==> config.mk <==
export PLATFORM = sky130hd
export DESIGN_NAME = pool_frame_sequencer_flat
export DESIGN_NICKNAME = d
export VERILOG_FILES = /design/src/rtl/pool_frame_sequencer_if.sv /design/src/rtl/pool_frame_sequencer.sv /design/src/flat_wrapper.sv
export SDC_FILE = /design/constraint.sdc
export NUM_CORES = 1
export LEC_CHECK = 0
export CAP_MARGIN = 10
export CORE_MARGIN = 1.5
export CORE_UTILIZATION = 25
export CTS_CLUSTER_DIAMETER = 50
export CTS_CLUSTER_SIZE = 30
export DETAILED_ROUTE_END_ITERATION = 6
export GPL_TIMING_DRIVEN = 0
export MAX_ROUTING_LAYER = met4
export PLACE_DENSITY = 0.46
export SYNTH_ARGS = -nofsm -noshare
export SYNTH_HDL_FRONTEND = slang
export SYNTH_SLANG_ARGS = --single-unit
==> constraint.sdc <==
create_clock -name clock -period 2.2 [get_ports clock]
set_input_delay 0.44 -clock clock [delete_from_list [all_inputs] [get_ports clock]]
set_output_delay 0.44 -clock clock [all_outputs]
set_load 0.05 [all_outputs]
==> src/rtl/pool_frame_sequencer_if.sv <==
// Coordinate/enable bus between the frame sequencer (master) and the 2x2 max-pool datapath (slave).
interface pool_frame_sequencer_if #(
  parameter int H_BITW = 7,
  parameter int V_BITW = 6
);
  logic              dp_enable;
  logic [H_BITW-1:0] dp_hcnt;
  logic [V_BITW-1:0] dp_vcnt;
  logic              pool_valid;

  modport master (
    output dp_enable,
    output dp_hcnt,
    output dp_vcnt,
    input  pool_valid
  );

  modport slave (
    input  dp_enable,
    input  dp_hcnt,
    input  dp_vcnt,
    output pool_valid
  );
endinterface

==> src/rtl/pool_frame_sequencer.sv <==
// Frame-level controller for a 2x2 max-pool stage: raster coordinate generation, end-of-frame
// pipeline drain, pooled-output counting and per-frame done / count-mismatch reporting.
module pool_frame_sequencer #(
  parameter int WIDTH    = 64,
  parameter int HEIGHT   = 48,
  parameter int W_WIDTH  = 80,
  parameter int W_HEIGHT = 52,
  parameter int LEVEL    = 0,
  parameter int DRAIN    = 8
) (
  input  logic                                          clock,
  input  logic                                          n_rst,
  input  logic                                          start,
  input  logic                                          cont,
  input  logic                                          abort,
  pool_frame_sequencer_if.master                        dp,
  output logic                                          busy,
  output logic                                          done,
  output logic                                          err,
  output logic [$clog2(W_WIDTH)+$clog2(W_HEIGHT)-1:0]   pool_count
);

  localparam int H_BITW   = $clog2(W_WIDTH);
  localparam int V_BITW   = $clog2(W_HEIGHT);
  localparam int CNT_BITW = H_BITW + V_BITW;

  localparam logic [H_BITW-1:0]   H_LAST     = H_BITW'(W_WIDTH - 1);
  localparam logic [V_BITW-1:0]   V_LAST     = V_BITW'(W_HEIGHT - 1);
  localparam logic [CNT_BITW-1:0] EXPECTED   =
    CNT_BITW'((W_HEIGHT >> (LEVEL + 1)) * (W_WIDTH >> (LEVEL + 1)));
  localparam logic [7:0]          DRAIN_LOAD = 8'(DRAIN - 1);

  if (WIDTH > W_WIDTH || HEIGHT > W_HEIGHT || DRAIN < 1 || DRAIN > 255) begin : g_param_check
    $error("pool_frame_sequencer: active size exceeds frame or DRAIN outside 1..255");
  end

  typedef enum logic [1:0] {
    S_IDLE,
    S_RUN,
    S_DRAIN
  } state_e;

  state_e              state_q, state_d;
  logic [H_BITW-1:0]   hcnt_q, hcnt_d;
  logic [V_BITW-1:0]   vcnt_q, vcnt_d;
  logic                en_q, en_d;
  logic                busy_q, busy_d;
  logic                done_q, done_d;
  logic                err_q, err_d;
  logic [CNT_BITW-1:0] count_q, count_d;
  logic [7:0]          drain_q, drain_d;
  logic                ovl_q, ovl_d;

  logic [CNT_BITW-1:0] count_inc;
  logic                last_pix;
  logic                tail_active;

  assign count_inc   = (busy_q && dp.pool_valid && (count_q != '1)) ? count_q + 1'b1 : count_q;
  assign last_pix    = (hcnt_q == H_LAST) && (vcnt_q == V_LAST);
  // The drain counter serves both the DRAIN state and a previous frame overlapping a back-to-back RUN.
  assign tail_active = (state_q == S_DRAIN) || ovl_q;

  always_comb begin
    state_d = state_q;
    hcnt_d  = hcnt_q;
    vcnt_d  = vcnt_q;
    en_d    = en_q;
    busy_d  = busy_q;
    done_d  = 1'b0;
    err_d   = err_q;
    count_d = count_inc;
    drain_d = drain_q;
    ovl_d   = ovl_q;

    if (tail_active) begin
      if (drain_q != 8'd0) begin
        drain_d = drain_q - 8'd1;
        done_d  = (drain_q == 8'd1);
      end else begin
        err_d = err_q | (count_inc != EXPECTED);
        ovl_d = 1'b0;
        if (ovl_q) begin
          count_d = '0;
        end
      end
    end

    unique case (state_q)
      S_IDLE: begin
        if (start) begin
          state_d = S_RUN;
          hcnt_d  = '0;
          vcnt_d  = '0;
          en_d    = 1'b1;
          busy_d  = 1'b1;
          count_d = '0;
          err_d   = 1'b0;
          ovl_d   = 1'b0;
        end
      end

      S_RUN: begin
        if (hcnt_q == H_LAST) begin
          hcnt_d = '0;
          vcnt_d = vcnt_q + 1'b1;
        end else begin
          hcnt_d = hcnt_q + 1'b1;
        end
        if (last_pix) begin
          hcnt_d  = '0;
          vcnt_d  = '0;
          drain_d = DRAIN_LOAD;
          done_d  = (DRAIN_LOAD == 8'd0);
          if (cont && start) begin
            ovl_d = 1'b1;
          end else begin
            state_d = S_DRAIN;
          end
        end
      end

      S_DRAIN: begin
        if (drain_q == 8'd0) begin
          state_d = S_IDLE;
          en_d    = 1'b0;
          busy_d  = 1'b0;
        end
      end

      default: begin
        state_d = S_IDLE;
        en_d    = 1'b0;
        busy_d  = 1'b0;
      end
    endcase

    // Abort drops the frame without a completion: err and pool_count keep their values.
    if (abort) begin
      state_d = S_IDLE;
      hcnt_d  = '0;
      vcnt_d  = '0;
      en_d    = 1'b0;
      busy_d  = 1'b0;
      done_d  = 1'b0;
      err_d   = err_q;
      count_d = count_q;
      drain_d = 8'd0;
      ovl_d   = 1'b0;
    end
  end

  always_ff @(posedge clock or negedge n_rst) begin
    if (!n_rst) begin
      state_q <= S_IDLE;
      hcnt_q  <= '0;
      vcnt_q  <= '0;
      en_q    <= 1'b0;
      busy_q  <= 1'b0;
      done_q  <= 1'b0;
      err_q   <= 1'b0;
      count_q <= '0;
      drain_q <= 8'd0;
      ovl_q   <= 1'b0;
    end else begin
      state_q <= state_d;
      hcnt_q  <= hcnt_d;
      vcnt_q  <= vcnt_d;
      en_q    <= en_d;
      busy_q  <= busy_d;
      done_q  <= done_d;
      err_q   <= err_d;
      count_q <= count_d;
      drain_q <= drain_d;
      ovl_q   <= ovl_d;
    end
  end

  assign dp.dp_enable = en_q;
  assign dp.dp_hcnt   = hcnt_q;
  assign dp.dp_vcnt   = vcnt_q;
  assign busy         = busy_q;
  assign done         = done_q;
  assign err          = err_q;
  assign pool_count   = count_q;

endmodule
==> src/flat_wrapper.sv <==
// flat-port wrapper written by rule: the top's interface ports become plain ports
module pool_frame_sequencer_flat 
#(
  parameter int WIDTH    = 64,
  parameter int HEIGHT   = 48,
  parameter int W_WIDTH  = 80,
  parameter int W_HEIGHT = 52,
  parameter int LEVEL    = 0,
  parameter int DRAIN    = 8
)
  (clock, n_rst, start, cont, abort, busy, done, err, pool_count, dp_dp_enable, dp_dp_hcnt, dp_dp_vcnt, dp_pool_valid);
  pool_frame_sequencer_if dp_i ();
  input  logic clock;
  input  logic n_rst;
  input  logic start;
  input  logic cont;
  input  logic abort;
  output logic busy;
  output logic done;
  output logic err;
  output logic [$clog2(W_WIDTH)+$clog2(W_HEIGHT)-1:0] pool_count;
  output wire logic [$bits(dp_i.dp_enable)-1:0] dp_dp_enable;
  output wire logic [$bits(dp_i.dp_hcnt)-1:0] dp_dp_hcnt;
  output wire logic [$bits(dp_i.dp_vcnt)-1:0] dp_dp_vcnt;
  input wire logic [$bits(dp_i.pool_valid)-1:0] dp_pool_valid;
  assign dp_dp_enable = dp_i.dp_enable;
  assign dp_dp_hcnt = dp_i.dp_hcnt;
  assign dp_dp_vcnt = dp_i.dp_vcnt;
  assign dp_i.pool_valid = dp_pool_valid;
  pool_frame_sequencer #(.WIDTH(WIDTH), .HEIGHT(HEIGHT), .W_WIDTH(W_WIDTH), .W_HEIGHT(W_HEIGHT), .LEVEL(LEVEL), .DRAIN(DRAIN)) u_core (.clock(clock), .n_rst(n_rst), .start(start), .cont(cont), .abort(abort), .dp(dp_i), .busy(busy), .done(done), .err(err), .pool_count(pool_count));
endmodule
==> impl_metrics.csv <==
group,metric,value,unit
placed_design,gp_congestion,0.8828,
synthesis,syn_nets,278,
synthesis,yosys_warnings,0,
sta,hold_violations,0,
detailed_routing,drc_errors,0,
detailed_routing,antenna_left,0,
layout,n_antenna_cell,0,
floorplan,die_x,102.2,um
setup_path,cp_slowest_cell,"or4_4",
power,comb_power_share,0.171,
clock_network,cts_setup_buffers,0,
clock_network,cts_tree,"yes",
synthesis,synth.ff_latch_count,40,
setup_path,crit_required,2380,ps
clock_network,cts_buffers,5,
synthesis,ys.flop_type,"dfrtp_1",
synthesis,synth_most_common_cell,"dfrtp_1",
clock_network,clock-sinks,40,
sta,worst_pin_slew,557.1,ps
sta,fin_crit,2113,ps
layout,fin_nets,321,
synthesis,yosysSeqAreaShare,0.4065,
global_route,gr-total-overflow,0,
setup_path,path_cells,"ha_1 -> nand4bb_1 -> or4_4 -> or3b_4 -> nand3_2 -> nor2_1",
sta,setup_viol,0,
setup_path,critPathLaunchType,"flip-flop",
layout,drive_gt1_frac,0.1161,
synthesis,syn_avg_cell_area,9.257,um2
setup_path,critical-path-top-delay-family,"simple AND/OR/NAND/NOR gates",
clock_network,clk_pin_slew_worst_paths,90,ps
placed_design,port_buffers,35,
sta,slew_headroom,0.6258,
power,swShare,0.2989,
detailed_routing,via_per_inst,5.041,
sta,drv_slew,0,
detailed_routing,wire_per_inst,14.56,um
sta,whs,55.04,ps
placed_design,dp_hpwl,4652,um
clock_network,h-tree-depth,2,
power,sequentialPowerShare,0.499,
synthesis,synth-edff-count,0,
synthesis,synth.distinct_cells,61,
detailed_routing,dr.pass1.iters,4,
global_route,antenna_found_initial,0,
setup_path,crit_buf_inv,0,
setup_path,reg2reg_depth,6,
clock_network,clk_latency,300,ps
sta,skew,10.73,ps
synthesis,syn_area,0.002462,mm2
floorplan,start_util,0.2543,
setup_path,slowest_delay,540,ps
detailed_routing,vias,2233,
global_route,grt_pass1_wl,11070,um
synthesis,synthTopCellsByArea,"dfrtp_1, a21oi_1, nand3_1, nor2_1, xor2_1",
floorplan,core,0.009684,mm2
floorplan,die_h,102.2,um
setup_path,rrSetupSlack,90,ps
power,clkPwrFrac,0.330,
setup_path,path_max_fanout,5,
synthesis,synth_top_area_cell,"dfrtp_1",
setup_path,path_class,"flip-flop to flip-flop",
power,cell_internal_pwr,1.110,mW
sta,grt_setup_unrepaired,"false",
power,finalPower,1.583,mW
layout,areaGrowthSynthToFinish,25.71,%
sta,tns,0,ps
layout,fin_util,0.3196,
run_status,status,"finished, final reports clean",
floorplan,num_rows,36,
global_route,grt_pass1_vias,2235,
setup_path,critPathCaptureType,"flip-flop",
power,power.leakage,1.217,nW
synthesis,synth_top_area_share,0.4065,
detailed_routing,drt_wl_total,6452,um
power,p_switching,473.1,uW
power,ir_drop,202.3,uV
clock_network,cts.path.max_buffers,2,
setup_path,cp.depth,6,
worst_hold_path,hold_class,"input pin to async pin",
power,powerDensity,511.3,mW/mm2
layout,fill_cells,1023,
synthesis,syn_inst,266,
setup_path,arrival,2290,ps
global_route,track_usage,0.1383,
detailed_routing,drt_iter0_drc,72,
clock_network,cts_root_buffer,"clkbuf_8",
synthesis,synthArstFlopShare,1.000,
floorplan,io_pins,36,
sta,max_freq,0.4733,GHz
sta,finalCritPeriodShare,0.9604,
job,maxCapViolCount,0,
global_route,grt_max_degree,26,
synthesis,ys_top_cells_by_count,"dfrtp_1, nor2_1, a21oi_1",
floorplan,die-area,0.01045,mm2
[worst reg2reg max path: stages, from the launching register on]
cell and delay, ps:
dfrtp_2 430, ha_1 260, nand4bb_1 160, or4_4 540, or3b_4 400, nand3_2 140, nor2_1 70
[cells in the final DEF, fill, tap and decap left out, drive strengths merged, types with 3 or more instances in the layout]
cell type,synthesis,final
a211oi,3,3
a21oi,21,21
a22oi,3,3
a31oi,5,5
and2,7,7
and3,6,6
and4,5,5
buf,10,12
clkbuf,3,11
clkdlybuf4s50,0,34
dfrtp,40,40
ha,6,6
inv,10,10
mux2i,5,5
nand2,18,18
nand3,18,18
nand4,10,10
nand4b,4,4
nor2,21,21
nor3,5,5
o2111ai,3,3
o21ai,8,8
or3b,3,3
xnor2,7,7
xor2,9,9
[cells by family (layout without fill, tap and decap cells)]
family	after synthesis	in the layout	share of synthesized area
adder cells (fa/ha/maj)	6	6	0.03049
buffers and inverters	23	67	0.04319
flip-flops	40	40	0.4065
AO/OA/AOI/OAI	63	63	0.1713
XOR/XNOR	16	16	0.05691
AND/OR/NAND/NOR	113	113	0.2713
multiplexers	5	5	0.02033
[metal layers]
layer	vias to the layer above	global-route usage	wire length (um)
li1	1072	-	-
met1	1102	0.1744	3038
met2	51	0.2206	3068
met3	8	0.03146	278
met4	0	0.04215	67
met5	-	-	0
[power by group through the flow]
| stage | Combinational, mW | Sequential, mW | Clock [mW] |
|---|---|---|---|
| 6_report | 0.271 | 0.790 | 0.522 |
| 5_1_grt | 0.296 | 0.795 | 0.576 |
| 4_1_cts | 0.274 | 0.790 | 0.552 |
| 3_5_place_dp | 0.273 | 0.804 | 0 |
| 3_3_place_gp | 0.270 | 0.805 | 0 |
| 2_1_floorplan | 0.109 | 0.859 | 0 |
[state kept, by name (all words and copies together) (netlist names)]
| signal | count |
|---|---|
| u_core.dp.dp_enable | 1 |
| u_core.ovl_q | 1 |
| u_core.err | 1 |
| u_core.dp.dp_hcnt | 7 |
| u_core.pool_count | 13 |
| u_core.dp.dp_vcnt | 6 |
| u_core.drain_q | 8 |
| u_core.state_q | 2 |
| u_core.done | 1 |
[timing repair]
| action | in CTS | in global routing |
|---|---|---|
| hold buffers | 0 | 0 |
| endpoints found under the hold margin | 0 | 0 |
| gates resized for setup | 1 | 2 |
| endpoints found under the setup margin | 1 | 1 |
[worst paths after layout]
path                                             from                    end
worst max register to register   u_core.dp.dp_hcnt[0]      u_core.drain_q[5]
worst min-delay path                            n_rst   u_core.pool_count[5]
min in group clock              u_core.pool_count[11]  u_core.pool_count[11]
max in group asynchronous                       n_rst   u_core.dp.dp_hcnt[1]
worst max-delay path             u_core.dp.dp_hcnt[0]      u_core.drain_q[5]
worst min register to register  u_core.pool_count[11]  u_core.pool_count[11]
[through the flow]
| stage | setup slack [ps] | instance area [um2] | std cells |
|---|---|---|---|
| 3_5_place_dp | -300.2 | 2997 | 435 |
| 4_1_cts | 54.84 | 3088 | 443 |
| 3_3_place_gp | -700.1 | 2982 | 434 |
| 5_1_grt | 1.534 | 3095 | 443 |
| 2_1_floorplan | 49.72 | 2465 | 266 |
| 6_report | 87.04 | 3095 | 443 |
[cell type report]
class	instances	area, um2	share of cell area
Multi-Input combinational cell	203	1364	0.4406
Tap cell	133	166.4	0.05376
Clock buffer	8	90.09	0.02910
Sequential cell	40	1003	0.3242
Inverter	10	37.54	0.01213
Buffer	13	68.82	0.02223
Timing Repair Buffer	36	365.4	0.1180
(Power assumes the default switching activity.)
